`src/rtl/alu_pkg.sv`:
```
// rtl/alu_pkg.sv - shared ALU opcode, flag and result types
package alu_pkg;

  localparam int ALU_MAX_WIDTH = 64;

  typedef enum logic [3:0] {
    OP_ADD = 4'd0,
    OP_SUB = 4'd1,
    OP_AND = 4'd2,
    OP_OR  = 4'd3,
    OP_XOR = 4'd4,
    OP_SHL = 4'd5,
    OP_SHR = 4'd6,
    OP_SAR = 4'd7
  } opcode_e;

  typedef struct packed {
    logic zero;
    logic carry;
    logic overflow;
    logic negative;
  } flags_t;

  // Widest possible capture word; narrower ALUs zero-extend into result.
  typedef struct packed {
    logic [ALU_MAX_WIDTH-1:0] result;
    flags_t                   flags;
    opcode_e                  opcode;
  } alu_result_t;

  localparam int FLAGS_W  = $bits(flags_t);
  localparam int OPCODE_W = $bits(opcode_e);

endpackage

```
`src/rtl/alu_result_fifo_ctrl.sv`:
```
// rtl/alu_result_fifo_ctrl.sv - pointer, level and full/empty bookkeeping
module alu_fifo_ctrl #(
  parameter int DEPTH = 4,
  parameter int AW    = $clog2(DEPTH)
) (
  input  logic          clk,
  input  logic          rst_n,
  input  logic          i_in_valid,
  input  logic          i_out_ready,
  output logic          o_push,
  output logic [AW-1:0] o_wr_ptr,
  output logic [AW-1:0] o_rd_ptr,
  output logic [AW:0]   o_level,
  output logic          o_full,
  output logic          o_empty
);

  localparam logic [AW:0] FULL_LEVEL = (AW+1)'(DEPTH);

  logic [AW-1:0] r_wr_ptr;
  logic [AW-1:0] r_rd_ptr;
  logic [AW:0]   r_level;
  logic          w_full;
  logic          w_empty;
  logic          w_push;
  logic          w_pop;

  // Full/empty come from the registered level only, so in_ready never
  // depends combinationally on out_ready.
  assign w_full  = (r_level == FULL_LEVEL);
  assign w_empty = (r_level == '0);
  assign w_push  = i_in_valid && !w_full;
  assign w_pop   = i_out_ready && !w_empty;

  // Advance pointers on their handshakes and track occupancy separately.
  always_ff @(posedge clk or negedge rst_n) begin
    if (!rst_n) begin
      r_wr_ptr <= '0;
      r_rd_ptr <= '0;
      r_level  <= '0;
    end else begin
      if (w_push) r_wr_ptr <= r_wr_ptr + AW'(1);
      if (w_pop)  r_rd_ptr <= r_rd_ptr + AW'(1);
      case ({w_push, w_pop})
        2'b10:   r_level <= r_level + (AW+1)'(1);
        2'b01:   r_level <= r_level - (AW+1)'(1);
        default: r_level <= r_level;
      endcase
    end
  end

  assign o_push   = w_push;
  assign o_wr_ptr = r_wr_ptr;
  assign o_rd_ptr = r_rd_ptr;
  assign o_level  = r_level;
  assign o_full   = w_full;
  assign o_empty  = w_empty;

endmodule

```
`src/rtl/alu_result_fifo.sv`:
```
// rtl/alu_result_fifo.sv - show-ahead result FIFO with sticky flag accumulation
module alu_result_fifo
  import alu_pkg::*;
#(
  parameter int WIDTH = 32,
  parameter int DEPTH = 4
) (
  input  logic                     clk,
  input  logic                     rst_n,
  input  logic                     in_valid,
  output logic                     in_ready,
  input  logic [WIDTH-1:0]         in_result,
  input  flags_t                   in_flags,
  input  opcode_e                  in_opcode,
  output logic                     out_valid,
  input  logic                     out_ready,
  output logic [WIDTH-1:0]         out_result,
  output flags_t                   out_flags,
  output opcode_e                  out_opcode,
  output logic [$clog2(DEPTH):0]   level,
  output flags_t                   sticky_flags,
  input  logic                     sticky_clr
);

  localparam int AW = $clog2(DEPTH);
  localparam int SW = WIDTH + FLAGS_W + OPCODE_W;

  // Storage word is {result, flags, opcode}, sized to this instance's WIDTH.
  logic [SW-1:0] r_mem [DEPTH];
  flags_t        r_sticky;

  logic          w_push;
  logic [AW-1:0] w_wr_ptr;
  logic [AW-1:0] w_rd_ptr;
  logic [AW:0]   w_level;
  logic          w_full;
  logic          w_empty;
  logic [SW-1:0] w_head;
  flags_t        w_sticky_next;

  alu_fifo_ctrl #(
    .DEPTH (DEPTH),
    .AW    (AW)
  ) u_ctrl (
    .clk         (clk),
    .rst_n       (rst_n),
    .i_in_valid  (in_valid),
    .i_out_ready (out_ready),
    .o_push      (w_push),
    .o_wr_ptr    (w_wr_ptr),
    .o_rd_ptr    (w_rd_ptr),
    .o_level     (w_level),
    .o_full      (w_full),
    .o_empty     (w_empty)
  );

  // Write the captured ALU word at the write pointer; reset clears every
  // entry so the idle head reads as zero / ADD.
  always_ff @(posedge clk or negedge rst_n) begin
    if (!rst_n) begin
      for (int i = 0; i < DEPTH; i++) r_mem[i] <= '0;
    end else if (w_push) begin
      r_mem[w_wr_ptr] <= {in_result, in_flags, in_opcode};
    end
  end

  // A clear coinciding with a push leaves exactly the pushed flags.
  always_comb begin
    w_sticky_next = sticky_clr ? flags_t'('0) : r_sticky;
    if (w_push) w_sticky_next = w_sticky_next | in_flags;
  end

  // Accumulate flags of every accepted result.
  always_ff @(posedge clk or negedge rst_n) begin
    if (!rst_n) r_sticky <= '0;
    else        r_sticky <= w_sticky_next;
  end

  assign w_head       = r_mem[w_rd_ptr];
  assign out_result   = w_head[SW-1 -: WIDTH];
  assign out_flags    = flags_t'(w_head[OPCODE_W +: FLAGS_W]);
  assign out_opcode   = opcode_e'(w_head[OPCODE_W-1:0]);
  assign out_valid    = !w_empty;
  assign in_ready     = !w_full;
  assign level        = w_level;
  assign sticky_flags = r_sticky;

endmodule

```
`config.mk`:
```
export PLATFORM = sky130hd
export DESIGN_NAME = alu_result_fifo
export DESIGN_NICKNAME = d
export VERILOG_FILES = /design/src/rtl/alu_pkg.sv /design/src/rtl/alu_result_fifo_ctrl.sv /design/src/rtl/alu_result_fifo.sv
export SDC_FILE = /design/constraint.sdc
export NUM_CORES = 1
export LEC_CHECK = 0
export ABC_AREA = 1
export CAP_MARGIN = 10
export CORE_ASPECT_RATIO = 2
export CORE_MARGIN = 2
export CORE_UTILIZATION = 35
export DETAILED_ROUTE_END_ITERATION = 16
export HOLD_SLACK_MARGIN = 0.06
export PLACE_DENSITY_LB_ADDON = 0.3
export SYNTH_ARGS = -nofsm -noshare
export SYNTH_HDL_FRONTEND = slang
export SYNTH_SLANG_ARGS = --single-unit
```
`constraint.sdc`:
```
create_clock -name clk -period 3.9 [get_ports clk]
set_clock_uncertainty 0.05 [all_clocks]
set_input_delay 0.585 -clock clk [delete_from_list [all_inputs] [get_ports clk]]
set_output_delay 0.585 -clock clk [all_outputs]
set_load 0.02 [all_outputs]
```
== Word level (Yosys, flattened, before mapping) ==
Cells that the tools add are included.

* Output and inout port bits: 49
* Input bits: 45
* Bits in registers: 171
* Word-level logic and storage cells: 40

* Reduce and logical (&&, ||, !) cells: 7
* Bitwise gates (word level): 3
* Multiplexer cells: 9
* Add/sub/neg operators: 4
* Eq/ne operators: 3
* $lt $le $gt $ge: 3

{| class="wikitable"
|+ Operators with widths
! cell !! count
|-
| 160-bit bitwise mux || 1
|-
| 40-bit 2-to-1 mux || 3
|-
| 40-bit binary-select mux with 2-bit select || 1
|-
| 40-bit demux with 2-bit select || 1
|-
| 4-bit 2-to-1 mux || 2
|-
| 3-bit greater-or-equal comparator (second input constant) || 2
|-
| 2-bit NOT with 3-bit output || 2
|-
| 3-bit case mux with 2 select lines || 1
|-
| 2-bit by 1-bit adder with 2-bit output (second input constant) || 2
|-
| 4-bit OR || 1
|-
| 3-bit by 1-bit adder with 3-bit output (second input constant) || 1
|-
| 3-bit == test (second input constant) || 1
|-
| 1-bit logical AND || 3
|-
| 3-bit zero test || 1
|-
| 3-bit by 1-bit < comparator with 1-bit output (second input constant) || 1
|-
| 3-bit by 1-bit subtractor with 3-bit output (second input constant) || 1
|-
| 2-bit by 1-bit == test with 1-bit output (second input constant) || 1
|-
| 2-bit == test (second input constant) || 1
|-
| 1-bit zero test || 2
|-
| 2-bit nonzero test || 1
|}

== Depth between registers and ports, before layout ==
* Depth in word-level cells: 6
* Mapped depth: 12

== By module ==
From an unflattened synthesis, not the netlist that was laid out.

* Cells, all modules: 1240
* Area, all modules: 9042.4 um^2

{| class="wikitable"
|+ Modules (own cells, without submodules)
! module !! cells an instance !! instances !! area each (um^2)
|-
| alu_result_fifo || 1186 || 1 || 8610.8
|-
| alu_fifo_ctrl || 54 || 1 || 431.7
|}

== Worst setup path before layout ==
OpenSTA, ideal clock, no wires.

* Path type: flip-flop to flip-flop
* Start: register u_ctrl.r_level[1], in the netlist u_ctrl.o_level[1]
* End: register u_ctrl.r_level[2], in the netlist u_ctrl.o_level[2]
* Setup time: 0.118 ns
* Stages on the path, launching flop included: 12
* Buffers on the path: 1
* Clock period less this slack: 1.999 ns
* Path slack: 1.901 ns
* Data arrival time: 1.831 ns
* Cell sequence: dfrtp_1 nor2_2 nand2_4 buf_4 nand2_1 ha_1 inv_1 fa_1 nand2_1 nand3_1 nand2_1 nand2_1

* Longest elaborated chain between the ends: 5
* Elaborated cells on any way between the ends: 12

{| class="wikitable"
|+ Ends and longest elaborated chain
! item !! RTL line !! text
|-
| from (decl) || alu_result_fifo_ctrl.sv:22 || <nowiki>logic [AW:0] r_level;</nowiki>
|-
| from (signal assigned) || alu_result_fifo_ctrl.sv:45 || <nowiki>2'b10: r_level <= r_level + (AW+1)'(1);</nowiki>
|-
| from (signal assigned) || alu_result_fifo_ctrl.sv:46 || <nowiki>2'b01: r_level <= r_level - (AW+1)'(1);</nowiki>
|-
| from (signal assigned) || alu_result_fifo_ctrl.sv:47 || <nowiki>default: r_level <= r_level;</nowiki>
|-
| 3-bit == test or 3-bit zero test (tied branches) || alu_result_fifo_ctrl.sv:30, alu_result_fifo_ctrl.sv:31 ||
|-
| 1-bit zero test (on tied branches) || alu_result_fifo_ctrl.sv:32, alu_result_fifo_ctrl.sv:33 ||
|-
| 1-bit logical AND (on tied branches) || alu_result_fifo_ctrl.sv:32, alu_result_fifo_ctrl.sv:33 ||
|-
| 2-bit by 1-bit == test with 1-bit output or 2-bit == test (tied branches) || alu_result_fifo_ctrl.sv:44 || <nowiki>case ({w_push, w_pop})</nowiki>
|-
| 3-bit case mux with 2 select lines or 2-bit nonzero test (tied branches) || - ||
|}

Several ways; a longest one is shown, not always the timed one.
A chain may end at the register's enable or synchronous reset.

== Final worst setup path ==
* Start: register u_ctrl.r_rd_ptr[0], in the netlist u_ctrl.o_rd_ptr[0]
* End: output out_result[13]

* Longest elaborated chain between the ends: 4

{| class="wikitable"
|+ Ends and longest elaborated chain
! item !! RTL line !! text
|-
| from (decl) || alu_result_fifo_ctrl.sv:21 || <nowiki>logic [AW-1:0] r_rd_ptr;</nowiki>
|-
| from (signal assigned) || alu_result_fifo_ctrl.sv:43 || <nowiki>if (w_pop) r_rd_ptr <= r_rd_ptr + AW'(1);</nowiki>
|-
| 2-bit NOT with 3-bit output (implied by the code) || alu_result_fifo.sv:79 || <nowiki>assign w_head = r_mem[w_rd_ptr];</nowiki>
|-
| 40-bit binary-select mux with 2-bit select || alu_result_fifo.sv:79 ||
|-
| 40-bit 2-to-1 mux (implied by the code) (2 in series) || alu_result_fifo.sv:79 ||
|-
| to (decl) || alu_result_fifo.sv:17 || <nowiki>output logic [WIDTH-1:0] out_result,</nowiki>
|}

Every way passes these cells. The select of a mux whose other input is x is not followed.

==> summary.md <==
| Metric | Value |
|---|---|
| Max FO, Critical Path | 23 |
| Pre-antenna DRT Iters | 11 |
| Post-DP HPWL | 13.36 mm |
| WL/cell | 17.83 um |
| Core Area | 0.02333 mm2 |
| ANT nets after route | 0 |
| Std cell rows | 79 |
| Antenna violations before repair | 1 |
| Die area | 0.02515 mm2 |
| CTS Hold Buffers Added | 0 |
| Vias | 7,446 |
| Placed inst area | 0.009328 mm2 |
| Nets | 1,132 |
| Remaining DRCs | 4 |
| Area grow syn2layout | 19.99% |
| Yosys warning total | 0 |
| Setup Buffers After CTS | 0 |
| Sequential element share of the synthesized area | 0.5132 |
| Synth area leaders | dfrtp_1 (51%), nand2_1 (16%), nand4_1 (12%) |
| R2r endpoint | r_mem[7] |
| CTS tree | done |
| Layout Cell Area excl Fill | 0.01000 mm2 |
| Worst Setup EP | out_result[13] |
| CTS resizes | 0 |
| Die width | 113.1 um |
| Critical path startpoint | u_ctrl.o_rd_ptr[0] |
| VDD IR-drop max | 0.0006107 V |
| Mapped Cells | 1,052 |
| FF-to-FF Start | u_ctrl.o_wr_ptr[0] |
| CP Capture Type | output port |
| Global placer's final weighted congestion | 0.7737 |
| Inserted Clock Buffers | 17 |
| Worst hold margin | 0.1419 ns |
| Port bufs | 93 |
| Vias/cell | 5.403 |
| Async set-or-reset flop fraction in the synthesized netlist | 1.000 |
| Clk Latency, worst-skew pair | 0.44 ns |
| WL final | 24.57 mm |
| Num ports | 94 |
| Synth top cells by count | nand2_1 (347), dfrtp_1 (171), nand4_1 (161) |
| Fillers | 2,366 |
| Htree depth | 4 |
| Mapped Nets | 1,103 |
| Tot GR Track Use | 0.1979 |
| Clock transition at path regs | 0.07 ns |
| Crit Path Category | register to output port |
| Part of the cycle the worst path needs | 0.8323 |
| Final Setup Violations | 0 |
| Global-route wire length before repair | 39.50 mm |
| Layout cells sized above 1 | 0.05484 |
| Arr. time, crit path | 2.61 ns |
| Vias in the first global route | 7,435 |
| Post-Syn Area per Cell | 7.926 um2 |
| Clock buffer depth | 2 |
| Cells on worst reg2reg path | 5 |
| DRC marker count from the first detailed-route iteration | 552 |
| Worst Hold Class | primary input to async pin |
| Power per Cell Area | 943.0 mW/mm2 |
| Reg2Reg Setup Slack | 1.29 ns |
| Tmin final | 3.246 ns |
| Pleak | 4.821 nW |
| Largest net degree at the start of global routing | 98 |
| Total grt overflow | 0 |
| Synth top area share | 0.5132 |
| Failing checks | design-rule violations |
| Worst setup SP type | register |
| Pins over their slew limit | 0 |
| Worst path required time | 3.26 ns |
| Fmax | 308.1 MHz |
| TNS Setup | 0 ns |
| Most common cell in the netlist | nand2_1 |
| Die height | 222.3 um |
| Worst Tran Pin Value | 1.127 ns |
| TritonCTS Sinks | 171 |
| Synth unique cells | 18 |
| Status | finished with violations |
| Synthesized cell area | 0.008338 mm2 |
| Fin. Hold Viols | 0 |
| RSZ-0062 raised after global routing | false |
| Max-cap violations | 0 |
| Number of synthesized register bits | 171 |
| Main synth FF type | dfrtp_1 |
| Slew headroom | 0.2475 |
| Root Buffer Master | clkbuf_16 |
| EDFF count, synth | 0 |
| Initial Util | 0.3574 |
| Cell taking the most area after synthesis | dfrtp_1 |
[kinds of logic after synthesis]
family,count (synthesis),share of synthesized area
buffers and inverters,110,0.06228
adder cells (fa/ha/maj),6,0.009904
XOR/XNOR,1,0.001051
AND/OR/NAND/NOR,643,0.3409
AO/OA/AOI/OAI,121,0.07263
flip-flops,171,0.5132
[through the flow]
stage               cells  setup slack (ns)  utilization  power (W)
floorplan            1052             1.901            -   0.005793
global placement     1345             1.099       0.3999   0.007456
detailed placement   1345             1.065       0.3999   0.007534
CTS                  1377            0.5938       0.4288   0.009509
global route         1378            0.5285       0.4289    0.01012
finish               1378            0.6541       0.4289   0.009435
[worst max-delay path, cell delays in order, from the launching register on]
cell             delay, ns
dfrtp_4               0.48
inv_2                 0.35
buf_4                 0.33
o21ai_0               0.11
o21ai_0               0.25
clkdlybuf4s50_1       0.65
[cell type report]
| type | count | area (um2) | share of cell area |
|---|---|---|---|
| Clock buffer | 21 | 460.4 | 0.04602 |
| Timing Repair Buffer | 108 | 1067 | 0.1067 |
| Antenna cell | 1 | 2.502 | 0.0002501 |
| Clock inverter | 11 | 214.0 | 0.02139 |
| Tap cell | 283 | 354.1 | 0.03539 |
| Multi-Input combinational cell | 771 | 3578 | 0.3577 |
| Inverter | 12 | 45.04 | 0.004502 |
| Sequential cell | 171 | 4283 | 0.4281 |
[metal layers]
layer,wire (um),global-route usage,up-vias
li1,-,-,3593
met1,10130,0.2429,3629
met2,12970,0.3405,194
met3,973,0.03355,30
met4,490,0.08222,0
met5,0,0,-
[placed cells by master (no fill, tap or decap), types with 3 or more instances in the layout]
cell type        Yosys  layout
inv_1               10      10
ha_2                 0       4
dfrtp_1            171     170
nand4_1            161     161
o21ai_1              3       3
buf_4               14      14
clkdlybuf4s50_1      0      91
nand2_1            347     347
nor2_1             120     120
bufinv_16            0       6
o21ai_0            118     118
nand3_1             13       9
clkbuf_16            0      17
nand3_2              0       4
[sequential cells by signal, indices dropped and copies added (netlist names)]
signal and cells:
r_mem 160, sticky_flags 4, u_ctrl.o_level 3, u_ctrl.o_rd_ptr 2, u_ctrl.o_wr_ptr 2
[power breakdown]
part	total, W	switching (W)	internal (W)	leakage, nW
clock	0.00196	0.000725	0.00124	0.324
sequential	0.00301	0.000427	0.00258	2.14
combinational	0.00447	0.00285	0.00161	2.35
[worst min-delay path by stage]
stage / from / end / cells past startpoint
3_5_place_dp: r_mem[87] / r_mem[87] / 2
4_1_cts: rst_n / u_ctrl.o_level[0] / 1
3_3_place_gp: r_mem[38] / r_mem[38] / 2
5_1_grt: rst_n / u_ctrl.o_level[0] / 1
6_report: rst_n / u_ctrl.o_level[0] / 1
2_1_floorplan: rst_n / r_mem[0] / 0
No activity file was read; power rests on OpenSTA's default activity.
